===== config.mk =====
export PLATFORM = sky130hd
export DESIGN_NAME = cmd_uart_wrapper
export DESIGN_NICKNAME = d
export VERILOG_FILES = /design/src/rtl/uart_pkg.sv /design/src/rtl/uart_rx.sv /design/src/rtl/cmd_uart_wrapper.sv
export SDC_FILE = /design/constraint.sdc
export NUM_CORES = 1
export LEC_CHECK = 0
export CAP_MARGIN = 5
export CORE_MARGIN = 2
export CORE_UTILIZATION = 30
export CTS_CLUSTER_SIZE = 14
export DETAILED_ROUTE_END_ITERATION = 10
export PLACE_DENSITY_LB_ADDON = 0.3
export SYNTH_ARGS = -nofsm -noshare
export SYNTH_HDL_FRONTEND = slang
export SYNTH_HIERARCHICAL = 1
export SYNTH_SLANG_ARGS = --single-unit

===== constraint.sdc =====
create_clock -name clk -period 4.6 [get_ports clk]
set_input_delay 1.38 -clock clk [delete_from_list [all_inputs] [get_ports clk]]
set_output_delay 1.38 -clock clk [all_outputs]
set_load 0.01 [all_outputs]

===== src/rtl/uart_pkg.sv =====
// Shared constants and state encodings for the command UART link.
package uart_pkg;

    // 50 MHz system clock at 19200 baud.
    localparam int unsigned BAUD_DIV_DEF = 2604;
    // Start + 8 data + stop.
    localparam int unsigned FRAME_BITS = 10;

    typedef enum logic {RxIdle, RxRecv} rx_state_e;
    typedef enum logic {TxIdle, TxXmit} tx_state_e;
    typedef enum logic {AsmHigh, AsmLow} asm_state_e;

endpackage


===== src/rtl/uart_rx.sv =====
// UART receiver: synchronises RX, finds the start edge, samples mid-bit and
// emits a one-cycle rx_rdy with the received byte on a good stop bit.
module uart_rx
    import uart_pkg::*;
#(
    parameter int unsigned BAUD_DIV = BAUD_DIV_DEF
) (
    input  logic       clk,
    input  logic       rst_n,
    input  logic       RX,
    output logic       rx_rdy,
    output logic [7:0] rx_data
);

    localparam int unsigned CW = $clog2(BAUD_DIV + 1);
    localparam logic [CW-1:0] CNT_FULL = CW'(BAUD_DIV);
    localparam logic [CW-1:0] CNT_HALF = CW'(BAUD_DIV / 2);
    localparam logic [3:0] LAST_BIT = 4'(FRAME_BITS - 1);

    logic          sync1_q, rx_s, rx_prev_q;
    rx_state_e     state_q, state_d;
    logic [CW-1:0] cnt_q, cnt_d;
    logic [3:0]    bit_q, bit_d;
    logic [7:0]    shift_q, shift_d;
    logic          rdy_q, rdy_d;

    // Synchroniser, edge-detect history and receiver state registers.
    always_ff @(posedge clk or negedge rst_n) begin
        if (!rst_n) begin
            sync1_q   <= 1'b1;
            rx_s      <= 1'b1;
            rx_prev_q <= 1'b1;
            state_q   <= RxIdle;
            cnt_q     <= '0;
            bit_q     <= '0;
            shift_q   <= '0;
            rdy_q     <= 1'b0;
        end else begin
            sync1_q   <= RX;
            rx_s      <= sync1_q;
            rx_prev_q <= rx_s;
            state_q   <= state_d;
            cnt_q     <= cnt_d;
            bit_q     <= bit_d;
            shift_q   <= shift_d;
            rdy_q     <= rdy_d;
        end
    end

    // Sample 0 lands mid start bit; samples 1..8 are data, sample 9 is stop.
    always_comb begin
        state_d = state_q;
        cnt_d   = cnt_q;
        bit_d   = bit_q;
        shift_d = shift_q;
        rdy_d   = 1'b0;
        unique case (state_q)
            RxIdle: begin
                if (rx_prev_q && !rx_s) begin
                    state_d = RxRecv;
                    cnt_d   = CNT_HALF;
                    bit_d   = '0;
                end
            end
            RxRecv: begin
                if (cnt_q == CW'(1)) begin
                    cnt_d = CNT_FULL;
                    bit_d = bit_q + 4'd1;
                    if (bit_q == LAST_BIT) begin
                        // A low stop bit is a framing error: drop the byte.
                        state_d = RxIdle;
                        rdy_d   = rx_s;
                    end else if (bit_q != 4'd0) begin
                        shift_d = {rx_s, shift_q[7:1]};
                    end
                end else begin
                    cnt_d = cnt_q - CW'(1);
                end
            end
            default: state_d = RxIdle;
        endcase
    end

    assign rx_rdy  = rdy_q;
    assign rx_data = shift_q;

endmodule


===== src/rtl/cmd_uart_wrapper.sv =====
// Knight-side link end: pairs received bytes into 16-bit commands and
// serialises 8-bit responses back to the remote.
module cmd_uart_wrapper
    import uart_pkg::*;
#(
    parameter int unsigned BAUD_DIV = BAUD_DIV_DEF
) (
    input  logic        clk,
    input  logic        rst_n,
    input  logic        RX,
    output logic        TX,
    output logic [15:0] cmd,
    output logic        cmd_rdy,
    input  logic        clr_cmd_rdy,
    input  logic [7:0]  resp,
    input  logic        trmt,
    output logic        tx_done
);

    localparam int unsigned CW = $clog2(BAUD_DIV + 1);
    localparam logic [CW-1:0] CNT_FULL = CW'(BAUD_DIV);
    localparam logic [3:0] LAST_BIT = 4'(FRAME_BITS - 1);

    logic       rx_rdy;
    logic [7:0] rx_data;

    uart_rx #(
        .BAUD_DIV (BAUD_DIV)
    ) u_rx (
        .clk     (clk),
        .rst_n   (rst_n),
        .RX      (RX),
        .rx_rdy  (rx_rdy),
        .rx_data (rx_data)
    );

    asm_state_e    asm_q, asm_d;
    logic [7:0]    cmd_hi_q, cmd_hi_d;
    logic [15:0]   cmd_q, cmd_d;
    logic          cmd_rdy_q, cmd_rdy_d;

    tx_state_e     tx_state_q, tx_state_d;
    logic [9:0]    tx_shift_q, tx_shift_d;
    logic [CW-1:0] tx_cnt_q, tx_cnt_d;
    logic [3:0]    tx_bit_q, tx_bit_d;
    logic          tx_done_q, tx_done_d;

    // Assembly and transmitter state registers.
    always_ff @(posedge clk or negedge rst_n) begin
        if (!rst_n) begin
            asm_q      <= AsmHigh;
            cmd_hi_q   <= '0;
            cmd_q      <= '0;
            cmd_rdy_q  <= 1'b0;
            tx_state_q <= TxIdle;
            tx_shift_q <= '1;
            tx_cnt_q   <= '0;
            tx_bit_q   <= '0;
            tx_done_q  <= 1'b0;
        end else begin
            asm_q      <= asm_d;
            cmd_hi_q   <= cmd_hi_d;
            cmd_q      <= cmd_d;
            cmd_rdy_q  <= cmd_rdy_d;
            tx_state_q <= tx_state_d;
            tx_shift_q <= tx_shift_d;
            tx_cnt_q   <= tx_cnt_d;
            tx_bit_q   <= tx_bit_d;
            tx_done_q  <= tx_done_d;
        end
    end

    // Byte pairing: high byte first, low byte completes the command.
    always_comb begin
        asm_d     = asm_q;
        cmd_hi_d  = cmd_hi_q;
        cmd_d     = cmd_q;
        cmd_rdy_d = cmd_rdy_q;
        if (clr_cmd_rdy) begin
            cmd_rdy_d = 1'b0;
        end
        // Captures come after the clear so a coincident LOW capture wins.
        if (rx_rdy) begin
            unique case (asm_q)
                AsmHigh: begin
                    cmd_hi_d  = rx_data;
                    cmd_rdy_d = 1'b0;
                    asm_d     = AsmLow;
                end
                AsmLow: begin
                    cmd_d     = {cmd_hi_q, rx_data};
                    cmd_rdy_d = 1'b1;
                    asm_d     = AsmHigh;
                end
                default: asm_d = AsmHigh;
            endcase
        end
    end

    // Transmitter: load frame on trmt, shift one bit every BAUD_DIV cycles.
    always_comb begin
        tx_state_d = tx_state_q;
        tx_shift_d = tx_shift_q;
        tx_cnt_d   = tx_cnt_q;
        tx_bit_d   = tx_bit_q;
        tx_done_d  = tx_done_q;
        unique case (tx_state_q)
            TxIdle: begin
                if (trmt) begin
                    tx_shift_d = {1'b1, resp, 1'b0};
                    tx_done_d  = 1'b0;
                    tx_cnt_d   = CNT_FULL;
                    tx_bit_d   = '0;
                    tx_state_d = TxXmit;
                end
            end
            TxXmit: begin
                if (tx_cnt_q == CW'(1)) begin
                    tx_cnt_d   = CNT_FULL;
                    tx_shift_d = {1'b1, tx_shift_q[9:1]};
                    if (tx_bit_q == LAST_BIT) begin
                        tx_state_d = TxIdle;
                        tx_done_d  = 1'b1;
                    end else begin
                        tx_bit_d = tx_bit_q + 4'd1;
                    end
                end else begin
                    tx_cnt_d = tx_cnt_q - CW'(1);
                end
            end
            default: tx_state_d = TxIdle;
        endcase
    end

    assign TX      = (tx_state_q == TxXmit) ? tx_shift_q[0] : 1'b1;
    assign tx_done = tx_done_q;
    assign cmd     = cmd_q;
    assign cmd_rdy = cmd_rdy_q;

endmodule

# After elaboration in Yosys (flattened, before gate mapping)
# Index checks and enable logic that the tools add are counted.
op_classes:
  n_mul: 0
  order_cmp: 0
  n_reduce_logical: 11
  addsub: 4
  muxes: 36
  bitwise_logic: 4
  div: 0
  n_shift: 0
  n_eq_ne: 10
ops:
  columns: ["cell", "count"]
  rows:
  - ["$mux W12", 4]
  - ["$pmux W12 S2", 2]
  - ["$eq A12 B1 Y1 const B", 2]
  - ["$sub A12 B1 Y12 const B", 2]
  - ["$mux W10", 2]
  - ["$mux W4", 5]
  - ["$pmux W10 S2", 1]
  - ["$pmux W4 S2", 2]
  - ["$mux W1", 15]
  - ["$pmux W1 S2", 5]
  - ["$add A4 B1 Y4 const B", 2]
  - ["$eq A4 B4 Y1 const B", 2]
  - ["$reduce_and A2 Y1", 4]
  - ["$ne A2 B1 Y1 const B", 3]
  - ["$ne A2 B2 Y1 const B", 3]
  - ["$reduce_and A3 Y1", 2]
  - ["$not A1 Y1", 4]
  - ["$reduce_and A4 Y1", 1]
  - ["$reduce_bool A4 Y1", 1]
  - ["$reduce_bool A2 Y1", 1]
  - ["$logic_and A1 B1 Y1", 1]
  - ["$logic_not A1 Y1", 1]
word_totals:
  in_bits: 13
  ramBits: 0
  wordCells: 82
  mem_bits_ro: 0
  register_bits: 83
  out_inout_bits: 19
  latch_bits: 0
  n_memories: 0

# Depth between registers and ports, before layout
depth:
  ltp_word: 4
  depth_mapped: 7
  mapped_depth_nobuf: 6

# Hierarchy
# Netlist, hierarchy kept.
modules_own_cells:
  columns: ["mod", "seq_area_each_um2", "cells_per_inst", "n_inst", "area_per_inst_um2"]
  rows:
  - ["cmd_uart_wrapper", 1337.5, 236, 1, 2536.2]
  - ["uart_rx", 729.4, 135, 1, 1436.4]

# Worst setup path after synthesis
# Ideal clock, no wire load.
synth_path:
  path_type: "flip-flop to output port"
  start: "register tx_state_q"
  end: "output port TX"
  path_slack_ns: 2.254
  path_stages_with_launch: 4
  n_path_buf: 2
  arrival_time_ns: 0.966
  required_time_ns: 3.220
  path_cell_list: "dfrtp_1 -> clkbuf_1 -> buf_1 -> nand2b_1"
synth_via:
  elab_chain_cells: 1
synth_lines:
  columns: ["item", "line", "source"]
  rows:
  - ["from (decl)", "cmd_uart_wrapper.sv:42", "tx_state_e tx_state_q, tx_state_d;"]
  - ["from (signal assigned)", "cmd_uart_wrapper.sv:55", "tx_state_q <= TxIdle;"]
  - ["from (signal assigned)", "cmd_uart_wrapper.sv:65", "tx_state_q <= tx_state_d;"]
  - ["$mux W1", "cmd_uart_wrapper.sv:135", "assign TX = (tx_state_q == TxXmit) ? tx_shift_q[0] : 1'b1;"]
  - ["to (decl)", "cmd_uart_wrapper.sv:11", "output logic TX,"]
# No other way between the ends.

# Final worst setup path
# Ends and elaborated chain as after synthesis.

==> results.md <==
- Via-per-instance ratio: 4.97
- Async set or reset register ratio after synthesis: 1.00
- Placed instance area: 4430 um2
- Worst R2R Start: tx_cnt_q[1]$_DFFE_PN0P_
- Actual transition at the worst max-transition pin: 1020 ps
- Clk slew on worst S/H paths: 60 ps
- Worst Setup EP: TX
- Postcts setup bufs: 0
- Syn Nets: 393
- # port buffers: 31
- Post-synth EDFFs: 0
- Max_slew headroom: 0.323
- Initial core utilization: 0.304
- Flop2flop setup slack: 2300 ps
- Fin crit period: 2980 ps
- Hold_buf cts: 0
- Nets: 420
- CTS H-tree depth: 3
- Post-synthesis sequential area ratio: 0.520
- Die H: 119 um
- Cell area after synthesis: 3970 um2
- Global route total overflow: 0
- Final worst-path cycle share: 0.647
- Hold Vio Cnt, Final: 0
- Setup TNS: 0 ps
- Drt initial violations: 233
- Area of the multi-input gates: 1770 um2
- CTS Buffer Depth: 2
- Vias in the first global route: 2,898
- Power per Cell Area: 440 nW/um2
- Clock skew: 10.5 ps
- Critical path fanouts, max: 37
- CTS sink cnt: 82
- Final max-slew violation count: 0
- Min-delay src: u_rx/sync1_q$_DFF_PN1_
- Yosys warns: 6
- Outcome: completed
- Dpl hpwl: 5.18 mm
- Share of cells above drive strength 1: 0.179
- Filler cells: 1,294
- Reg2Reg Depth: 6
- Largest net degree at the start of global routing: 69
- Post-synth top flop: dfrtp_1
- CP Launch Type: flip-flop
- Routability cong.: 0.808
- Final worst setup slack: 1620 ps
- CP startpoint: tx_state_q$_DFF_PN0_
- GRT Util Overall: 0.122
- Area grow syn2layout: 18.9%
- Die area: 14,200 um2
- Register area: 2070 um2
- CTS resizes: 0
- Leakage power total: 2.08 nW
- Final wirelength: 7.78 mm
- Finish-stage setup viols: 0
- Mapped Cells: 371
- Worst hold path type: flip-flop to flip-flop
- ANT cells: 0
- Worst Path Arrival: 1600 ps
- Row count: 42
- Post-Syn Area per Cell: 10.7 um2
- I/O pin cnt: 32
- Core area: 13,100 um2
- Drt wl/cell: 13.4 um
- Antenna violations before repair: 0
- Critical path class: flip-flop to output pin
- Reg-to-Reg End: tx_cnt_q[3]$_DFFE_PN0P_
- Die W: 119 um
- DR vias: 2,878
- Number of iterations in the first detailed-routing pass: 4
- Global-route wire length before repair: 13.9 mm
- Finished Cell Area: 4720 um2
- Distinct cells, synth: 56
- Crit path required time: 3220 ps
- Most frequent cells in the layout: dfrtp_1, nand2_1, mux2_2, clkdlybuf4s50_1, nand3_1
- RSZ-0062 raised after global routing: false
- Max Freq: 336 MHz
- Pre-CTS setup slack: 1240 ps
- # DRC: 0
- Seq cells post-synth: 82
- Maxcap violations: 0
- Highest ir drop seen on vdd: 0.000207 V
- Antenna Violating Nets Remaining: 0
- CTS tree: yes
- CP Capture Type: output pin
- Commonest non-fill, non-tap cell in the layout: dfrtp_1
- CTS root buf: clkbuf_16
- Inserted Clock Buffers: 9
- Clk_lat worst skew: 350 ps
cells in the mapped netlist, types with 4 or more instances:
| cell type | count | area share |
|---|---|---|
| nand3_1 | 18 | 0.023 |
| a21oi_1 | 12 | 0.015 |
| nor2_1 | 15 | 0.014 |
| a31oi_1 | 14 | 0.022 |
| nor3_1 | 12 | 0.015 |
| a211oi_1 | 7 | 0.013 |
| mux2_2 | 32 | 0.091 |
| o21a_1 | 4 | 0.0076 |
| or3_1 | 4 | 0.0063 |
| o31ai_1 | 4 | 0.0076 |
| nor3b_1 | 4 | 0.0076 |
| inv_1 | 15 | 0.014 |
| ha_1 | 9 | 0.028 |
| nand4_1 | 6 | 0.0094 |
| nor4_1 | 4 | 0.0063 |
| nand2_1 | 41 | 0.039 |
| dfstp_2 | 12 | 0.079 |
| o21ai_0 | 17 | 0.021 |
| nor2b_1 | 7 | 0.011 |
| clkbuf_1 | 11 | 0.010 |
| dfrtp_1 | 70 | 0.44 |
worst max-delay path, cell delays in order (launching register included):
cell and delay (ps):
dfrtp_1 360, buf_4 240, nand2b_1 120, clkdlybuf4s50_1 530
registers in the layout, indices dropped and copies added (netlist names):
name and count:
u_rx/rx_s 1, tx_bit_q 4, tx_state_q 1, u_rx/sync1_q 1, u_rx/state_q 1, asm_q 1
u_rx/rx_prev_q 1, u_rx/rx_rdy 1, u_rx/cnt_q 12, u_rx/rx_data 8, tx_shift_q 9, tx_done 1
u_rx/bit_q 4, cmd_rdy 1, tx_cnt_q 12, cmd 16, cmd_hi_q 8
through the flow:
stage,power [mW],hold slack [ps],utilization,instances
floorplan,1.28,345,-,371
global placement,1.37,347,0.339,563
detailed placement,1.39,347,0.339,563
CTS,2.11,356,0.361,579
global route,2.22,360,0.361,579
finish,2.08,355,0.361,579
layer usage:
layer,up-vias,wire (um),GRT usage
met4,0,127,0.0536
met1,1417,3670,0.158
li1,1409,-,-
met5,-,0,0
met2,43,3680,0.185
met3,9,301,0.0402
kinds of logic (layout without fill, tap and decap cells):
group                    Yosys count  in the layout  share of synthesized area
buffers and inverters             32             64                     0.0353
AO/OA/AOI/OAI                     77             77                      0.127
adder cells (fa/ha/maj)            9              9                     0.0283
AND/OR/NAND/NOR                  132            132                      0.182
XOR/XNOR                           4              4                    0.00882
flip-flops                        82             82                      0.520
multiplexers                      35             35                     0.0983
cell type report:
type | instances | area share
Sequential cell | 82 | 0.437
Multi-Input combinational cell | 257 | 0.374
Timing Repair Buffer | 33 | 0.0683
Clock buffer | 10 | 0.0506
Tap cell | 176 | 0.0466
Inverter | 15 | 0.0119
Clock inverter | 6 | 0.0114
worst min-delay path by stage:
| stage | end | cells past startpoint | slack [ps] |
|---|---|---|---|
| after global routing | u_rx/rx_s$_DFF_PN1_ | 0 | 360 |
| final | u_rx/rx_s$_DFF_PN1_ | 0 | 350 |
| after global placement | u_rx/rx_s$_DFF_PN1_ | 0 | 350 |
| after detailed placement | u_rx/rx_s$_DFF_PN1_ | 0 | 350 |
| after floorplan | u_rx/rx_s$_DFF_PN1_ | 0 | 350 |
| after CTS | u_rx/rx_s$_DFF_PN1_ | 0 | 360 |
where the power goes:
group | total, mW | internal [mW] | switching, mW | leakage, nW
combinational | 0.361 | 0.177 | 0.184 | 0.903
sequential | 1.02 | 0.847 | 0.171 | 1.04
clock | 0.701 | 0.392 | 0.309 | 0.142
No activity file was read; power rests on OpenSTA's default activity.
